[src/rtl/inst_prefetch_pkg.sv]
// rtl/inst_prefetch_pkg.sv - shared types and default widths for the instruction prefetch queue
package inst_prefetch_pkg;

  localparam int IMSB_DEF  = 15;
  localparam int AMSB_DEF  = 14;
  localparam int DEPTH_DEF = 4;
  localparam int CMSB_DEF  = 15;

  typedef enum logic [1:0] {
    S_IDLE = 2'd0,
    S_MISS = 2'd1,
    S_RUN  = 2'd2
  } state_t;

  typedef struct packed {
    logic [AMSB_DEF:0] addr;
    logic [IMSB_DEF:0] inst;
  } entry_t;

endpackage

[src/rtl/inst_prefetch_fifo.sv]
// rtl/inst_prefetch_fifo.sv - circular {addr,inst} buffer exposing its two oldest entries
module prefetch_fifo #(
  parameter int AMSB  = 14,
  parameter int IMSB  = 15,
  parameter int DEPTH = 4
) (
  input  logic                       clk,
  input  logic                       rstb,
  input  logic                       flush,
  input  logic                       push,
  input  logic [AMSB:0]              push_addr,
  input  logic [IMSB:0]              push_inst,
  input  logic                       pop,
  output logic [$clog2(DEPTH):0]     count,
  output logic [AMSB:0]              e0_addr,
  output logic [IMSB:0]              e0_inst,
  output logic [AMSB:0]              e1_addr,
  output logic [IMSB:0]              e1_inst
);
  localparam int PW = $clog2(DEPTH);
  localparam int CW = PW + 1;

  logic [AMSB:0] mem_addr [DEPTH];
  logic [IMSB:0] mem_inst [DEPTH];
  logic [PW-1:0] rd_ptr, wr_ptr, rd_ptr1;

  assign rd_ptr1 = rd_ptr + PW'(1);
  assign e0_addr = mem_addr[rd_ptr];
  assign e0_inst = mem_inst[rd_ptr];
  assign e1_addr = mem_addr[rd_ptr1];
  assign e1_inst = mem_inst[rd_ptr1];

  always_ff @(posedge clk) begin
    if (push && !flush) begin
      mem_addr[wr_ptr] <= push_addr;
      mem_inst[wr_ptr] <= push_inst;
    end
  end

  always_ff @(posedge clk or negedge rstb) begin
    if (!rstb) begin
      rd_ptr <= '0;
      wr_ptr <= '0;
      count  <= '0;
    end else if (flush) begin
      rd_ptr <= '0;
      wr_ptr <= '0;
      count  <= '0;
    end else begin
      if (push) wr_ptr <= wr_ptr + PW'(1);
      if (pop)  rd_ptr <= rd_ptr1;
      count <= count + CW'(push) - CW'(pop);
    end
  end

endmodule

[src/rtl/inst_prefetch.sv]
// rtl/inst_prefetch.sv - instruction prefetch queue between ROM and cpu with redirect on miss
module inst_prefetch
  import inst_prefetch_pkg::*;
#(
  parameter int IMSB  = IMSB_DEF,
  parameter int AMSB  = AMSB_DEF,
  parameter int DEPTH = DEPTH_DEF,
  parameter int CMSB  = CMSB_DEF
) (
  input  logic            clk,
  input  logic            rstb,
  input  logic            setb,
  input  logic            req_pc,
  input  logic [AMSB:0]   pc,
  output logic            ack_inst,
  output logic [IMSB:0]   inst,
  output logic [AMSB:0]   rom_addr,
  output logic            rom_en,
  input  logic [IMSB:0]   rom_inst,
  output logic [CMSB:0]   miss_cnt
);
  localparam int CW = $clog2(DEPTH) + 1;
  localparam int RW = CW + 1;

  state_t        state;
  logic [AMSB:0] nf, rd_addr;
  logic          rd_valid;
  logic [CW-1:0] count;
  logic [AMSB:0] f0_addr, f1_addr, e1_addr;
  logic [IMSB:0] f0_inst, f1_inst, e1_inst;
  logic          e1_valid, hit, adv, byp, redirect, flush, push, fetch_ok;
  logic [RW-1:0] resv;

  prefetch_fifo #(.AMSB(AMSB), .IMSB(IMSB), .DEPTH(DEPTH)) u_fifo (
    .clk(clk), .rstb(rstb), .flush(flush), .push(push),
    .push_addr(rd_addr), .push_inst(rom_inst), .pop(adv), .count(count),
    .e0_addr(f0_addr), .e0_inst(f0_inst), .e1_addr(f1_addr), .e1_inst(f1_inst)
  );

  // Data still on the ROM bus acts as the second entry when only one is queued.
  assign e1_valid = (count > CW'(1)) || (count == CW'(1) && rd_valid);
  assign e1_addr  = (count > CW'(1)) ? f1_addr : rd_addr;
  assign e1_inst  = (count > CW'(1)) ? f1_inst : rom_inst;

  always_comb begin
    hit      = 1'b0;
    adv      = 1'b0;
    byp      = 1'b0;
    redirect = 1'b0;
    if (setb && state == S_RUN && req_pc) begin
      if (count != '0) begin
        if (f0_addr == pc)                 hit = 1'b1;
        else if (e1_valid && e1_addr == pc) adv = 1'b1;
        else                                redirect = 1'b1;
      end else if (rd_valid && rd_addr == pc) begin
        byp = 1'b1;
      end else if (!((rom_en && rom_addr == pc) || nf == pc)) begin
        redirect = 1'b1;
      end
    end
  end

  assign ack_inst = hit | adv | byp;
  assign inst     = hit ? f0_inst : adv ? e1_inst : byp ? rom_inst : '0;
  assign flush    = redirect | ~setb;
  assign push     = rd_valid & ~flush;
  assign resv     = RW'(count) + RW'(push) - RW'(adv) + RW'(rom_en);
  assign fetch_ok = resv < RW'(DEPTH);

  always_ff @(posedge clk or negedge rstb) begin
    if (!rstb) begin
      state    <= S_IDLE;
      nf       <= '0;
      rom_addr <= '0;
      rom_en   <= 1'b0;
      rd_addr  <= '0;
      rd_valid <= 1'b0;
      miss_cnt <= '0;
    end else begin
      rd_valid <= rom_en & ~flush;
      rd_addr  <= rom_addr;
      if (!setb) begin
        state  <= S_IDLE;
        rom_en <= 1'b0;
      end else if (state == S_IDLE || redirect) begin
        // Entering S_MISS always launches the fetch for pc on this edge.
        state    <= S_MISS;
        rom_en   <= 1'b1;
        rom_addr <= pc;
        nf       <= pc + 1'b1;
        if (miss_cnt != '1) miss_cnt <= miss_cnt + 1'b1;
      end else begin
        state  <= S_RUN;
        rom_en <= fetch_ok;
        if (fetch_ok) begin
          rom_addr <= nf;
          nf       <= nf + 1'b1;
        end
      end
    end
  end

endmodule
[config.mk]
export PLATFORM = sky130hd
export DESIGN_NAME = inst_prefetch
export DESIGN_NICKNAME = d
export VERILOG_FILES = /design/src/rtl/inst_prefetch_pkg.sv /design/src/rtl/inst_prefetch_fifo.sv /design/src/rtl/inst_prefetch.sv
export SDC_FILE = /design/constraint.sdc
export NUM_CORES = 1
export LEC_CHECK = 0
export ABC_AREA = 1
export CAP_MARGIN = 20
export CORE_AREA = 2 2 201 203
export CTS_CLUSTER_DIAMETER = 120
export DETAILED_ROUTE_END_ITERATION = 6
export DIE_AREA = 0 0 203 205
export SETUP_SLACK_MARGIN = 0.02
export SLEW_MARGIN = 5
export SYNTH_ARGS = -nofsm -noshare
export SYNTH_HDL_FRONTEND = slang
export SYNTH_HIERARCHICAL = 1
export SYNTH_SLANG_ARGS = --single-unit
[constraint.sdc]
create_clock -name clk -period 5.05 [get_ports clk]
set_clock_uncertainty 0.15 [all_clocks]
set_input_delay 1.515 -clock clk [delete_from_list [all_inputs] [get_ports clk]]
set_output_delay 1.515 -clock clk [all_outputs]
set_load 0.02 [all_outputs]
# == Yosys cells after proc, flatten, opt, wreduce, memory -nomap -nowiden ==
# Memories as Yosys holds them, arrays and structs flattened.
# Index checks and enable logic that the tools add are counted.
# totals
regBits,72
latch_bits,0
ram_bits,124
rom_bits,0
inputBits,35
out_inout_bits,49
wordCells,93
memories,2
# op_classes
addsub,10
multipliers,0
div_mod_pow,0
n_lt_le_gt_ge,2
n_eq_ne,8
shift,0
n_mux,36
bitwise,7
reduce_logical,18
# memory_table
memory,depth,width,read_ports,rd_ports_with_merged_regs,wr,line,rtl
u_fifo.mem_inst,4,16,2,0,1,inst_prefetch_fifo.sv:24,logic [IMSB:0] mem_inst [DEPTH];
u_fifo.mem_addr,4,15,2,0,1,inst_prefetch_fifo.sv:23,logic [AMSB:0] mem_addr [DEPTH];
# op_table
operator,n
15-bit equality test,5
15-bit 2-to-1 mux,5
16-bit 2-to-1 mux,4
15-bit by 1-bit adder with 15-bit output (second input constant),2
1-bit 2-to-1 mux,20
16-bit by 1-bit adder with 16-bit output (second input constant),1
16-bit inequality test (second input constant),1
2-bit 2-to-1 mux,6
1-bit logical AND,7
2-bit nonzero test,3
2-bit by 1-bit adder with 2-bit output (second input constant),2
3-bit by 1-bit adder with 4-bit output,1
4-bit by 1-bit adder with 4-bit output,1
4-bit by 3-bit less-than comparator with 1-bit output (second input constant),1
4-bit by 1-bit subtractor with 4-bit output,1
3-bit by 1-bit adder with 3-bit output,1
3-bit by 1-bit equality test with 1-bit output (second input constant),1
3-bit by 1-bit > comparator with 1-bit output (second input constant),1
1-bit logical OR,3
3-bit 2-to-1 mux,1
1-bit bitwise OR,3
3-bit AND reduction,1
3-bit nonzero test,1
3-bit by 1-bit subtractor with 3-bit output,1
other kinds (6),8

# == Logic depth before layout (Yosys ltp) ==
# Gate-level depths: netlist (run 1).
# An unclocked memory read counts as a cell.
# logic_depth
depth_word,18
mapped_depth,35
mapped_depth_nobuf,31

# == Cells and area by module ==
# The synthesis (run 1) kept the hierarchy.
# by_module_without_submodules
module,n_inst,cells_each,area_each_um2,seq_area_each_um2
prefetch_fifo,1,653,6353.6,3898.7
inst_prefetch,1,873,5368.9,1626.6

# == Worst setup path after synthesis (run 1) ==
# No wires, ideal clock.
# synth_path
path_kind,in2out
from,input pc[6]
to,output inst[10]
arrival_time_ps,3295
required_ps,3385
setup_slack_ps,90
cell_stages,14
path_buffers,3
cell_sequence,clkbuf_2 > inv_1 > nand2_1 > nand2_1 > nor2_1 > nand2_1 > nor2_1 > nand2_1 > or3_1 > clkbuf_1 > clkbuf_1 > o21ai_0 > o21ai_0 > a21oi_1
# synth_via
elab_chain_cells,8
word_cells_on_any_way,18
classes_between,3 x eq/ne; 13 x mux; 2 x reduce/logical
# synth_lines
element,line,rtl
start: declaration,inst_prefetch.sv:14,"input logic [AMSB:0] pc,"
"15-bit equality test, on equally long branches","inst_prefetch.sv:55, inst_prefetch.sv:53",
"1-bit logical AND, on equally long branches","inst_prefetch.sv:55, inst_prefetch.sv:53",
"1-bit 2-to-1 mux, on equally long branches","inst_prefetch.sv:55, inst_prefetch.sv:53",
"1-bit 2-to-1 mux, on equally long branches","inst_prefetch.sv:51, inst_prefetch.sv:52",
"1-bit 2-to-1 mux, on equally long branches","inst_prefetch.sv:50, inst_prefetch.sv:51",
16-bit 2-to-1 mux / 1-bit 2-to-1 mux (equally long branches),"inst_prefetch.sv:64, inst_prefetch.sv:50",
16-bit 2-to-1 mux,inst_prefetch.sv:64,assign inst = hit ? f0_inst : adv ? e1_inst : byp ? rom_inst : '0;
16-bit 2-to-1 mux (*),inst_prefetch.sv:64,
end: declaration,inst_prefetch.sv:16,"output logic [IMSB:0] inst,"
# Every way passes the cells marked *; elsewhere a longest branch is shown, timed or not.

# == Final worst setup path (run 1) ==
# layout_path
from,input pc[14]
to,output inst[14]
# The elaborated chain is that of the path after synthesis.

==> flow_summary.json, run 1 <==
{
  "dp_hpwl_um": 21220,
  "via_per_inst": 4.708,
  "cts_max_path_buffers": 2,
  "rsz0062_at_grt": "true",
  "drt_pre_antenna_iters": 5,
  "ioPinCount": 84,
  "synthCells": 1526,
  "avgSynthCellArea_um2": 7.682,
  "powerDensity_mw_per_mm2": 298.0,
  "cp_data_required_time_ps": 3390,
  "clock.fmax_mhz": 201.1,
  "final_nets": 1693,
  "ys_seq_elements": 196,
  "root_buffer": "clkbuf_16",
  "port_buffers": 83,
  "finalWeightedCongestion": 0.8239,
  "max_slew_margin": 0.3644,
  "final_layout_size_suffix_gt1_frac": 0.1479,
  "crit_slowest_cell": "or3_4",
  "dieWidth_um": 203,
  "diodes": 0,
  "start_util": 0.2978,
  "post-route-util": 0.3651,
  "worstSkewPairLatency_ps": 440,
  "path_cells": "buf_8 -> buf_6 -> nand2_4 -> nand2_2 -> nor2_1 -> nand2_1 -> nor2_1 -> nand2_1 -> or3_4 -> buf_8 -> o21ai_2 -> o21ai_1 -> a21oi_1 -> buf_4",
  "total_power_mw": 4.283,
  "fin_area_mm2": 0.01437,
  "hold_class": "reg2reg",
  "yosysSeqAreaShare": 0.4713,
  "antenna_found_initial": 0,
  "yosys_warnings": 6,
  "routed_wirelength_um": 31770,
  "ant_nets": 0,
  "p_leak_nw": 6.582,
  "timing.setup.tns_ps": 0,
  "ctsHoldBuffers": 0,
  "finalHoldViolCount": 0,
  "outcome": "finished clean",
  "grt_use_total": 0.1513,
  "wl_per_cell_um": 14.56,
  "crit_buf_inv": 4,
  "setup_viol": 0,
  "synth_edf_count": 124,
  "die_h_um": 205,
  "synth_top_area_cell": "edfxtp_1",
  "syn_nets": 1575,
  "startpoint_type": "input pin",
  "grt-ovfl-total": 0,
  "cp_max_fo": 5,
  "drt_iter0_markers": 615,
  "cts_buffers": 17,
  "syn_area_mm2": 0.01172,
  "path_delay_family": "simple AND/OR/NAND/NOR gates",
  "synthFlopType": "edfxtp_1",
  "cts.sinks": 196,
  "fillers": 4053,
  "final.min_clock_period_ps": 4972,
  "ys_types": 43,
  "grt_max_degree": 114,
  "min_period_over_period": 0.9846,
  "drc": 0,
  "synth.area.top_cells": "edfxtp_1 32%, nand2_1 18%, dfrtp_1 15%",
  "grt_pass1_vias": 9632,
  "async_reset_ff_frac": 0.3673,
  "crit_type": "in2out",
  "cp-end-kind": "output pin",
  "coreArea_mm2": 0.03937,
  "maxCapViolCount": 0,
  "worstPathArrival_ps": 3310,
  "syn2layout_area_growth_pct": 22.61,
  "vdd_drop_max_mv": 0.2787,
  "postPlaceCellArea_mm2": 0.01347,
  "rows": 73,
  "cts.clk_slew.worst_paths_ps": 80,
  "fin_cells": 2182,
  "tritoncts": "done",
  "slowest_delay_ps": 420,
  "htree_num_levels": 4,
  "place_inst": 2134,
  "slew_violations": 0,
  "synth_top_area_share": 0.3176,
  "vias": 10270,
  "worst_pin_slew_ps": 953.4,
  "dieArea_mm2": 0.04162,
  "grt_pass1_wl_um": 49350
}
synth_stat cells (3+ instances only):
| cell | number |
|---|---|
| buf_6 | 14 |
| nor2_1 | 98 |
| nand4_1 | 17 |
| edfxtp_1 | 124 |
| clkbuf_1 | 22 |
| xnor2_1 | 22 |
| nand2_2 | 18 |
| o21ai_1 | 6 |
| nand3_1 | 58 |
| o21ai_0 | 149 |
| nand2_1 | 549 |
| nor3_1 | 4 |
| nand3_2 | 3 |
| inv_2 | 3 |
| buf_2 | 30 |
| a21oi_1 | 38 |
| xor2_1 | 14 |
| ha_1 | 13 |
| buf_4 | 10 |
| clkbuf_2 | 3 |
| dfrtp_1 | 72 |
| o211ai_1 | 49 |
| inv_1 | 186 |
where the power goes:
part	switching [mW]	internal [mW]	total, mW
registers	0.181	1.87	2.05
clock network	0.664	0.654	1.32
logic	0.539	0.376	0.915
total	1.38	2.90	4.28
flip-flops by register name (all words and copies together) (netlist names):
register	cells
miss_cnt	16
nf	15
rd_addr	15
rd_valid	1
rom_addr	15
rom_en	1
state	2
u_fifo/count	3
u_fifo/mem_addr	60
u_fifo/mem_inst	64
u_fifo/rd_ptr	2
u_fifo/wr_ptr	2
kinds of logic after synthesis:
family / synth area share
AOI/OAI and AO/OA: 0.1191
xor gates and xnor gates: 0.02690
adders and majority gates: 0.01558
buffers and inverters: 0.1029
and+or+nand+nor: 0.2642
DFF: 0.4713
layer usage:
metal,vias up,share of wire,global-route usage
met5,-,0,0
met4,0,0.014,0.03962
met3,34,0.065,0.02736
met2,332,0.47,0.2522
met1,4773,0.46,0.2024
li1,5134,-,-
final timing paths:
check,start,endpoint,slack (ps),depth (start not counted)
setup / recovery,pc[14],inst[14],80,14
hold / removal,rom_addr[10],rd_addr[10],300,0
setup reg to reg,u_fifo/rd_ptr[0],nf[10],620,27
hold reg to reg,rom_addr[10],rd_addr[10],300,0
max in group asynchronous,rstb,u_fifo/rd_ptr[1],2990,1
min in group asynchronous,rstb,rom_addr[9],1060,1
placed cells by master (no fill, tap or decap), types with 5 or more instances in the layout:
cell type,Yosys,routed
dfrtp_1,72,70
a21oi_1,38,35
clkdlybuf4s50_1,0,48
edfxtp_1,124,124
buf_12,0,8
nor2_4,1,6
nand2_4,2,6
ha_1,13,13
inv_1,186,181
nor2_1,98,88
xor2_1,14,14
buf_6,14,8
o21ai_0,149,121
inv_8,0,5
nand2_1,549,526
nor2_2,2,7
o211ai_1,49,49
nand4_1,17,17
inv_2,3,7
o21ai_1,6,28
nand2_2,18,37
o21ai_2,1,7
xnor2_1,22,22
clkinv_4,0,5
nand3_1,58,58
buf_4,10,98
clkbuf_16,0,22
per-stage QoR:
stage,hold slack (ps),setup WS (ps)
2_1_floorplan,337.1,90.02
3_3_place_gp,278.4,-820.4
3_5_place_dp,284.3,-879.4
4_1_cts,300.3,20.14
5_1_grt,322.1,1.048
6_report,296.3,77.84
what timing repair did:
action | 4_1_cts | 5_1_grt
pin swaps | 17 | 38
resized for setup | 171 | 83
setup endpoints to repair | 17 | 47
gates cloned | 2 | 5
setup buffers | 9 | 2
final cells by class:
class / instances / area (um^2) / share of cell area
Inverter: 191 / 726.9 / 0.05058
Timing Repair Buffer: 179 / 1740 / 0.1211
Sequential cell: 196 / 5528 / 0.3846
Clock buffer: 17 / 425.4 / 0.02960
Clock inverter: 15 / 137.6 / 0.009576
Tap cell: 525 / 656.9 / 0.04570
Multi-Input combinational cell: 1059 / 5157 / 0.3588
No activity file was read; power rests on OpenSTA's default activity.
==> run 2: changes to the inputs <==
--- a/config.mk
+++ b/config.mk
@@ -5,12 +5,13 @@
 export SDC_FILE = /design/constraint.sdc
 export NUM_CORES = 1
 export LEC_CHECK = 0
-export ABC_AREA = 1
-export CAP_MARGIN = 20
-export CORE_AREA = 2 2 201 203
+export CELL_PAD_IN_SITES_DETAIL_PLACEMENT = 2
+export CELL_PAD_IN_SITES_GLOBAL_PLACEMENT = 2
+export CORE_AREA = 2 2 190 192
 export CTS_CLUSTER_DIAMETER = 120
 export DETAILED_ROUTE_END_ITERATION = 6
-export DIE_AREA = 0 0 203 205
+export DIE_AREA = 0 0 192 194
+export PLACE_DENSITY_LB_ADDON = 0.1
 export SETUP_SLACK_MARGIN = 0.02
 export SLEW_MARGIN = 5
 export SYNTH_ARGS = -nofsm -noshare
==> flow_summary.json, run 2 <==
{
  "outcome": "finished, violations left",
  "violations": "setup timing",
  "top_register": "u_fifo/mem_inst",
  "worst_pin_slew_ps": 1008,
  "antenna_found_initial": 0,
  "worstPathArrival_ps": 3700,
  "layout_commonest_cell": "edfxtp_1",
  "start_util": 0.2954,
  "yosysSeqAreaShare": 0.5311,
  "wl_met3_um": 937,
  "ys_seq_elements": 196,
  "ioPinCount": 84,
  "synth_top_area_share": 0.3579,
  "drt_pre_antenna_iters": 4,
  "maxCapViolCount": 0,
  "slew_violations": 0,
  "synthCells": 775,
  "synth_common_cells": "124 x edfxtp_1, 76 x nand2_1, 72 x dfrtp_1",
  "dieArea_mm2": 0.03725,
  "synth_edf_count": 124,
  "cts.clk_slew.worst_paths_ps": 90,
  "synthFlopType": "edfxtp_1",
  "diodes": 0,
  "powerDensity_mw_per_mm2": 321.1,
  "htree_num_levels": 4,
  "routed_wirelength_um": 33040,
  "rr_worst_depth": 25,
  "cp_max_fo": 8,
  "grt_max_degree": 73,
  "cts.sinks": 196,
  "crit_type": "in2out",
  "grt_pass1_vias": 8507,
  "postPlaceCellArea_mm2": 0.01245,
  "avgSynthCellArea_um2": 13.42,
  "drt_iter0_markers": 402,
  "worst_slack_ps": -311.8,
  "coreArea_mm2": 0.03522,
  "grt_use_total": 0.1854,
  "tritoncts": "done",
  "ant_nets": 0,
  "syn_nets": 824,
  "drc": 0,
  "dp_hpwl_um": 22730,
  "min_period_over_period": 1.062,
  "clock.fmax_mhz": 186.5,
  "vias": 7362,
  "worstSkewPairLatency_ps": 450,
  "cts_buffers": 17,
  "regToRegSetupSlack_ps": -80,
  "power_frac_seq": 0.476,
  "final_cell_mix": "124 x edfxtp_1, 98 x buf_4, 70 x dfrtp_1",
  "wl_per_cell_um": 23.12,
  "p_sw_frac": 0.3272,
  "root_buffer": "clkbuf_16",
  "async_reset_ff_frac": 0.3673,
  "port_buffers": 83,
  "whs_ps": 345.1,
  "vdd_drop_max_mv": 0.2416,
  "final.min_clock_period_ps": 5362,
  "yosysMostFrequentCell": "edfxtp_1",
  "startpoint_type": "input pin",
  "final_nets": 1004,
  "post-route-util": 0.3909,
  "multi_input_area_mm2": 0.004947,
  "grt-ovfl-total": 0,
  "timing.rr.start": "u_fifo/rd_ptr[1]",
  "p_int_mw": 2.975,
  "dieWidth_um": 192,
  "hp-start": "rom_addr[8]",
  "cp_data_required_time_ps": 3390,
  "final_layout_size_suffix_gt1_frac": 0.3543,
  "regArea_mm2": 0.005533,
  "top_regs": "u_fifo/mem_inst: 64 flops, u_fifo/mem_addr: 60 flops, miss_cnt: 16 flops",
  "max_slew_margin": 0.3283,
  "cts_max_path_buffers": 2,
  "fillers": 3529,
  "synth_top_area_cell": "edfxtp_1",
  "rr_endpoint": "rom_addr[1]",
  "cp-end-kind": "output pin",
  "syn2layout_area_growth_pct": 32.35,
  "synth.area.top_cells": "edfxtp_1 36%, dfrtp_1 17%, mux4_2 13%",
  "syn_area_mm2": 0.01040,
  "drt-met1-wl_um": 14550,
  "p_sw_mw": 1.447,
  "yosys_warnings": 6,
  "hold_depth": 0,
  "largest_reg_flops": 64,
  "ctsHoldBuffers": 0,
  "via_per_inst": 5.152,
  "clkPwrFrac": 0.317,
  "comb_power_share": 0.207,
  "finalHoldViolCount": 0,
  "rows": 69,
  "setup_viol": 38,
  "rsz0062_at_grt": "true",
  "hold_class": "reg2reg",
  "ys_types": 59,
  "top_layer": "met4",
  "fin_area_mm2": 0.01377,
  "route.met2.wl_um": 17160,
  "grt_pass1_wl_um": 52070,
  "min_to": "rd_addr[8]",
  "die_h_um": 194,
  "p_leak_nw": 5.173,
  "finalWeightedCongestion": 0.7634
}
-- run 2: worst max-delay path by stage --
stage	to	startpoint
after floorplan	inst[14]	pc[5]
after global placement	inst[14]	pc[12]
after detailed placement	inst[14]	pc[12]
after CTS	inst[2]	u_fifo/rd_ptr[1]
after global routing	inst[14]	pc[2]
final	inst[2]	pc[12]
-- run 2: cell families (layout without fill, tap and decap cells) --
logic type | after synthesis | count (layout) | share of synthesized area
simple gates | 215 | 215 | 0.1015
xor+xnor | 96 | 96 | 0.08214
mux | 93 | 93 | 0.1645
buf+inv | 74 | 266 | 0.04438
compound gates | 87 | 88 | 0.05881
flops | 196 | 196 | 0.5311
fa+ha+maj | 14 | 14 | 0.01756
-- run 2: power groups by stage --
stage          Sequential (mW)  Clock (mW)  Combinational (mW)
6_report                  2.10        1.40               0.915
2_1_floorplan             2.11           0               0.455
5_1_grt                   2.13        1.50               0.998
3_5_place_dp              2.14           0               0.868
3_3_place_gp              2.12           0               0.847
4_1_cts                   2.10        1.46               0.910
-- run 2: worst max-delay path, cell delays in order --
cell	delay, ps
buf_4	140
xnor2_2	220
nand4_1	200
a2111oi_4	400
nand4_1	180
buf_6	170
nor2_4	140
a22o_4	200
buf_4	140
buf_12	150
nand2_4	50
nand2_2	70
buf_6	110
-- run 2: per-stage QoR --
stage / setup WS (ps) / TNS (ps) / power [mW] / instances
after floorplan: -208.5 / -3420 / 2.563 / 775
after global placement: -1315 / -62140 / 2.967 / 1366
after detailed placement: -1337 / -78360 / 3.004 / 1366
after CTS: -303.7 / -4566 / 4.473 / 1423
after global routing: -465.2 / -13820 / 4.626 / 1429
final: -311.8 / -5935 / 4.422 / 1429
-- run 2: timing repair --
| action | CTS | global route |
|---|---|---|
| gates cloned | 4 | 0 |
| setup endpoints to repair | 49 | 49 |
| gates resized for setup | 201 | 24 |
| setup buffers | 21 | 6 |
| pin swaps | 47 | 18 |
-- run 2: area by class of cell --
cell class,count,share of cell area
inverter,26,0.007633
timing repair inverter,1,0.0004543
sequential,196,0.4018
clock inverter,15,0.01281
tap,461,0.04189
multi-input combinational,506,0.3593
clock buffer,17,0.03089
timing repair buffer,207,0.1452
-- run 2: routing by layer --
layer	track usage	vias to the layer above
li1	-	3288
met1	0.2446	3941
met2	0.3228	107
met3	0.02588	26
met4	0.04100	0
met5	0	-
==> RTL edit 1, RTL diff (config.mk and constraints of run 1) <==
`CMSB_DEF`: 15 -> 16.
--- a/src/rtl/inst_prefetch_pkg.sv
+++ b/src/rtl/inst_prefetch_pkg.sv
@@ -5,5 +5,5 @@
   localparam int AMSB_DEF  = 14;
   localparam int DEPTH_DEF = 4;
-  localparam int CMSB_DEF  = 15;
+  localparam int CMSB_DEF  = 16;
 
   typedef enum logic [1:0] {
Ports: changed (resized miss_cnt); port bits go from 84 to 85. No check against the original RTL was run, so the function may have changed too.
==> RTL edit 1 against run 1 <==
  * Routed wire length rose by 0.95%
  * Combinational power fell by 2%
  * Register-to-register slack got worse by 170 ps
  * Non-clock buffer count rose by 16
  * Area after synthesis fell by 2.1%
  * Power fell by 0.34%
  * Sequential share of layout area rose by 0.17 points
  * Worst setup slack got worse by 25 ps
  * Final cell count fell by 3.7%
  * Synthesized cell count fell by 6.7%
  * Sequential cell count rose by 1
  * Cell area barely moved
  * Critical path type unchanged
  * Highest routed layer unchanged
==> RTL edit 1: results (changes against run 1) <==
Port Buffers -> 84 (+1.2%)
Root Driver -> clkbuf_16
First-pass GRT wire length -> 49,800 um (+0.91%)
NumNets Final -> 1,615 (-4.6%)
Pin count of the biggest net entering global routing -> 106 (-7.0%)
N_diodes -> 0 (unchanged)
Critical Path AT -> 3330 ps (+20 ps)
Clk buf depth -> 2 (unchanged)
Post-DP HPWL -> 21,600 um (+1.6%)
1st-iter DRT viols -> 675 (+9.8%)
Number of global-route vias before repair -> 9,458 (-1.8%)
Pre-Repair DR Iteration Count -> 5 (unchanged)
GRT Util Overall -> 0.154 (+0.00226)
Placement Setup Slack -> -903 ps (-23.9 ps)
Post-Syn Instances -> 1,423 (-6.7%)
Hold path cells -> 0 (unchanged)
Initial antenna violation count -> 0 (unchanged)
Placed cells -> 2,051 (-3.9%)
Actual slew at the worst max-slew pin -> 973 ps (+19.4 ps)
Synth Area in Compound Gates -> 0.129 (+0.0104)
Synthesized-area fraction occupied by xor and xnor cells -> 0.0381 (+0.0112)
Worst skew pair latency -> 460 ps (+20 ps)
Post-placement cell area -> 13,400 um2 (-0.47%)
Multiplexer share of the synthesized area -> 0 (unchanged)
Via/cell ratio -> 4.81 (+2.2%)
Worst R2R Path Depth -> 29 (+7.4%)
Inserted Clock Buffers -> 17 (unchanged)
Yosys warnings -> 6 (unchanged)
Largest stage delay, worst path -> 410 ps
Largest cells by area after synthesis -> edfxtp_1 (32%), dfrtp_1 (16%), nand2_1 (15%)
Routed wire length -> 32,100 um (+0.95%)
Post-Synth Adder-Cell Area -> 0.0181 (+0.00251)
Routability congestion estimate -> 0.879 (+6.6%)
Commonest cells in the netlist -> nand2_1 (458), inv_1 (177), o21ai_0 (141)
Drt wl/cell -> 15.3 um (+4.8%)
Largest regs -> u_fifo/mem_inst x64, u_fifo/mem_addr x60, miss_cnt x17
Min-delay worst type -> reg -> reg
Slowest cell on the critical path -> nor4_4
Leak -> 6.43 nW (-2.3%)
Layout cells sized above 1 -> 0.170 (+0.0221)
Ys async rst share -> 0.371 (+0.00321)
Critical Path Fanout Max -> 32 (+27)
Unique masters post-synth -> 48 (+12%)
Worst-path clk slew -> 70 ps
Outcome -> finished, final reports clean
Max VDD drop -> 261 uV (-6.2%)
Register area share after synthesis -> 0.483 (+0.0121)
H-tree Lvls -> 4 (unchanged)
EDFF count, synth -> 124 (unchanged)
Syn Nets -> 1,474 (-6.4%)
Primary FF master, synth -> edfxtp_1
Max cap viols -> 0 (unchanged)
RTL edit 1: metrics by stage:
step           setup TNS (ps)  utilization  hold slack [ps]
5_1_grt                     0        0.365              295
6_report                    0        0.365              268
2_1_floorplan           -5470            -              326
4_1_cts                     0        0.361              276
3_3_place_gp           -23310        0.341              265
3_5_place_dp           -26860        0.341              254
RTL edit 1: power breakdown:
group	switching (mW)	internal, mW
Combinational	0.516	0.386
Sequential	0.178	1.88
Clock	0.662	0.647
Total	1.36	2.91
RTL edit 1: worst paths after layout:
kind                                               from  slack (ps)                           end
min in group asynchronous                          rstb        1050      rom_addr[13]$_DFFE_PN0P_
max in group asynchronous                          rstb        2980  u_fifo/rd_ptr[1]$_DFFE_PN0P_
min reg2reg                     rom_addr[9]$_DFFE_PN0P_         270          rd_addr[9]$_DFF_PN0_
min                             rom_addr[9]$_DFFE_PN0P_         270          rd_addr[9]$_DFF_PN0_
max reg2reg                u_fifo/rd_ptr[0]$_DFFE_PN0P_         450             nf[4]$_DFFE_PN0P_
max                                               pc[8]          50                       inst[7]
RTL edit 1: cell type report:
cell class              instances  area, um2
clock buffers                  18        429
flip-flops and latches        197       5550
fillers                      3995      25000
repair buffers                195       1840
well taps                     525        657
inverters                     181        697
clock inverters                14        119
multi-input cells             972       5080
RTL edit 1: per-layer routing:
metal  global-route usage  wire, um  up-vias
met2                0.245     14400      320
met5                    0         0        -
li1                     -         -     4932
met3               0.0277      2030       43
met1                0.214     15200     4815
met4               0.0420       471        0
RTL edit 1: worst max-delay path, delay by kind of cell:
kind            cells  cell delay, ps
simple gates        4             910
buf+inv             4             660
xor+xnor            1             170
compound gates      1              60
RTL edit 1: what timing repair did:
action                     4_1_cts  5_1_grt
gates cloned                     4        2
gates resized for setup        194       91
setup endpoints to repair       22       29
pin swaps                       37       39
buffers inserted                11        9
==> RTL edit 2, RTL diff (settings of run 1) <==
Without the edit above. Make the reset (`rstb`) synchronous in 2 clocked blocks.
--- a/src/rtl/inst_prefetch_fifo.sv
+++ b/src/rtl/inst_prefetch_fifo.sv
@@ -38,5 +38,5 @@
   end
 
-  always_ff @(posedge clk or negedge rstb) begin
+  always_ff @(posedge clk) begin
     if (!rstb) begin
       rd_ptr <= '0;
--- a/src/rtl/inst_prefetch.sv
+++ b/src/rtl/inst_prefetch.sv
@@ -68,5 +68,5 @@
   assign fetch_ok = resv < RW'(DEPTH);
 
-  always_ff @(posedge clk or negedge rstb) begin
+  always_ff @(posedge clk) begin
     if (!rstb) begin
       state    <= S_IDLE;
Formal check against the unedited RTL: differs if rstb is asserted again (counterexample within 4 cycles, from zero or initial values and one cycle with rstb low); with rstb held inactive, the same outputs for 4 cycles.
==> RTL edit 2 against run 1 <==
  * Global-route usage up 1.2 points
  * Area after synthesis down 1.5%
  * Hold slack better by 29 ps
  * Critical path depth up 2
  * Sequential cell count up 2
  * Worst setup slack worse by 21 ps
  * Routed wire length up 7.5%
  * Cell area up 4.1%
  * Highest routed layer unchanged
Power is not compared: it rests on default switching activity, and its combinational part moved more than twofold at a synthesized area within 25%.
==> RTL edit 2: results (changes against run 1) <==
Largest stage delay, worst path -> 190 ps (-230 ps)
Post-CTS setup buffers -> 21 (+12)
Routed wire length -> 34,200 um (+7.5%)
Vias -> 10.8k (+4.9%)
Syn Nets -> 1,652 (+4.9%)
Fraction of area in multi-input gates -> 0.358 (-0.00104)
Drt wl/cell -> 14.8 um (+1.8%)
Number of global-route vias before repair -> 9,939 (+3.2%)
First-pass GRT wire length -> 53,100 um (+7.5%)
Non-clk bufs -> 220 (+23%)
GRT Util Overall -> 0.163 (+0.0115)
Worst skew pair latency -> 460 ps (+20 ps)
Critical Path Fanout Max -> 7 (+2)
Final Util -> 0.380 (+0.0150)
Actual slew at the worst max-slew pin -> 550 ps (-403 ps)
Largest regs -> u_fifo/mem_inst x64, u_fifo/mem_addr x60, miss_cnt x16
Hold Fails Final Rpt -> 0 (unchanged)
Post-placement cell area -> 13,600 um2 (+1.3%)
Unique masters post-synth -> 47 (+9.3%)
Clock-cell share of area -> 0.0412 (+0.00205)
Non-clk invs -> 258 (+35%)
Num Clock Sinks -> 198 (+1.0%)
Layout fillers -> 4,063 (+0.25%)
Layout cells sized above 1 -> 0.184 (+0.0363)
Critical Path AT -> 3330 ps (+20 ps)
1st-iter DRT viols -> 778 (+27%)
Routability congestion estimate -> 0.875 (+6.2%)
Max VDD drop -> 262 uV
Placement Setup Slack -> -1040 ps (-166 ps)
Slowest cell on the critical path -> a21oi_4
Post-layout instance area -> 15,000 um2 (+4.1%)
NumNets Final -> 1,817 (+7.3%)
Register area share after synthesis -> 0.451 (-0.0203)
Ys async rst share -> 0 (-0.367)
Multi-Input Combinational -> 1,073 (+1.3%)
Outcome -> finished, final reports clean
Placed cells -> 2,238 (+4.9%)
Pin count of the biggest net entering global routing -> 63 (-45%)
Post-Syn Area per Cell -> 7.20 um2 (-6.3%)
Commonest cells in the netlist -> nand2_1 (544), inv_1 (250), o21ai_0 (136)
Clock buf count -> 17 (unchanged)
Primary FF master, synth -> edfxtp_1
==> RTL edit 2: cell types whose count changed after synthesis, sizes merged, moves of 10 or more <==
| cell | before | now |
|---|---|---|
| dfxtp | 0 | 74 |
| o211ai | 49 | 33 |
| inv | 191 | 257 |
| o22ai | 1 | 11 |
| nand2 | 569 | 548 |
| nor2 | 102 | 123 |
| dfrtp | 72 | 0 |
| o21ai | 156 | 139 |
| a21oi | 38 | 70 |
| xnor2 | 22 | 7 |
| buf | 55 | 43 |
| nand3 | 61 | 74 |
==> RTL edit 2: final timing paths <==
check | start | endpoint | slack, ps | depth (start not counted)
worst max-delay path | pc[11] | inst[5] | 60 | 16
worst min-delay path | miss_cnt[8]$_SDFFE_PN0P_ | miss_cnt[8]$_SDFFE_PN0P_ | 330 | 2
worst max register to register | u_fifo/rd_ptr[0]$_SDFFE_PP0P_ | nf[7]$_SDFFE_PN0P_ | 410 | 35
worst min register to register | miss_cnt[8]$_SDFFE_PN0P_ | miss_cnt[8]$_SDFFE_PN0P_ | 330 | 2
==> RTL edit 2: worst max-delay path: cells and delay by family <==
family	cells	cell delay, ps
simple gates	6	550
compound gates	4	450
buf+inv	6	810
==> RTL edit 2: cell families (layout without fill, tap and decap cells) <==
group	count (synthesis)	after routing	share of synthesized area
simple gates	780	780	0.275
buf+inv	332	510	0.119
compound gates	262	262	0.126
xor+xnor	17	17	0.0129
flops	198	198	0.451
fa+ha+maj	14	14	0.0158
==> RTL edit 2: per-layer routing <==
metal	vias to the layer above	global-route usage	part of all wire
met4	0	0.0579	0.019
met3	35	0.0259	0.058
met1	4997	0.220	0.46
li1	5431	-	-
met5	-	0	0
met2	315	0.263	0.46
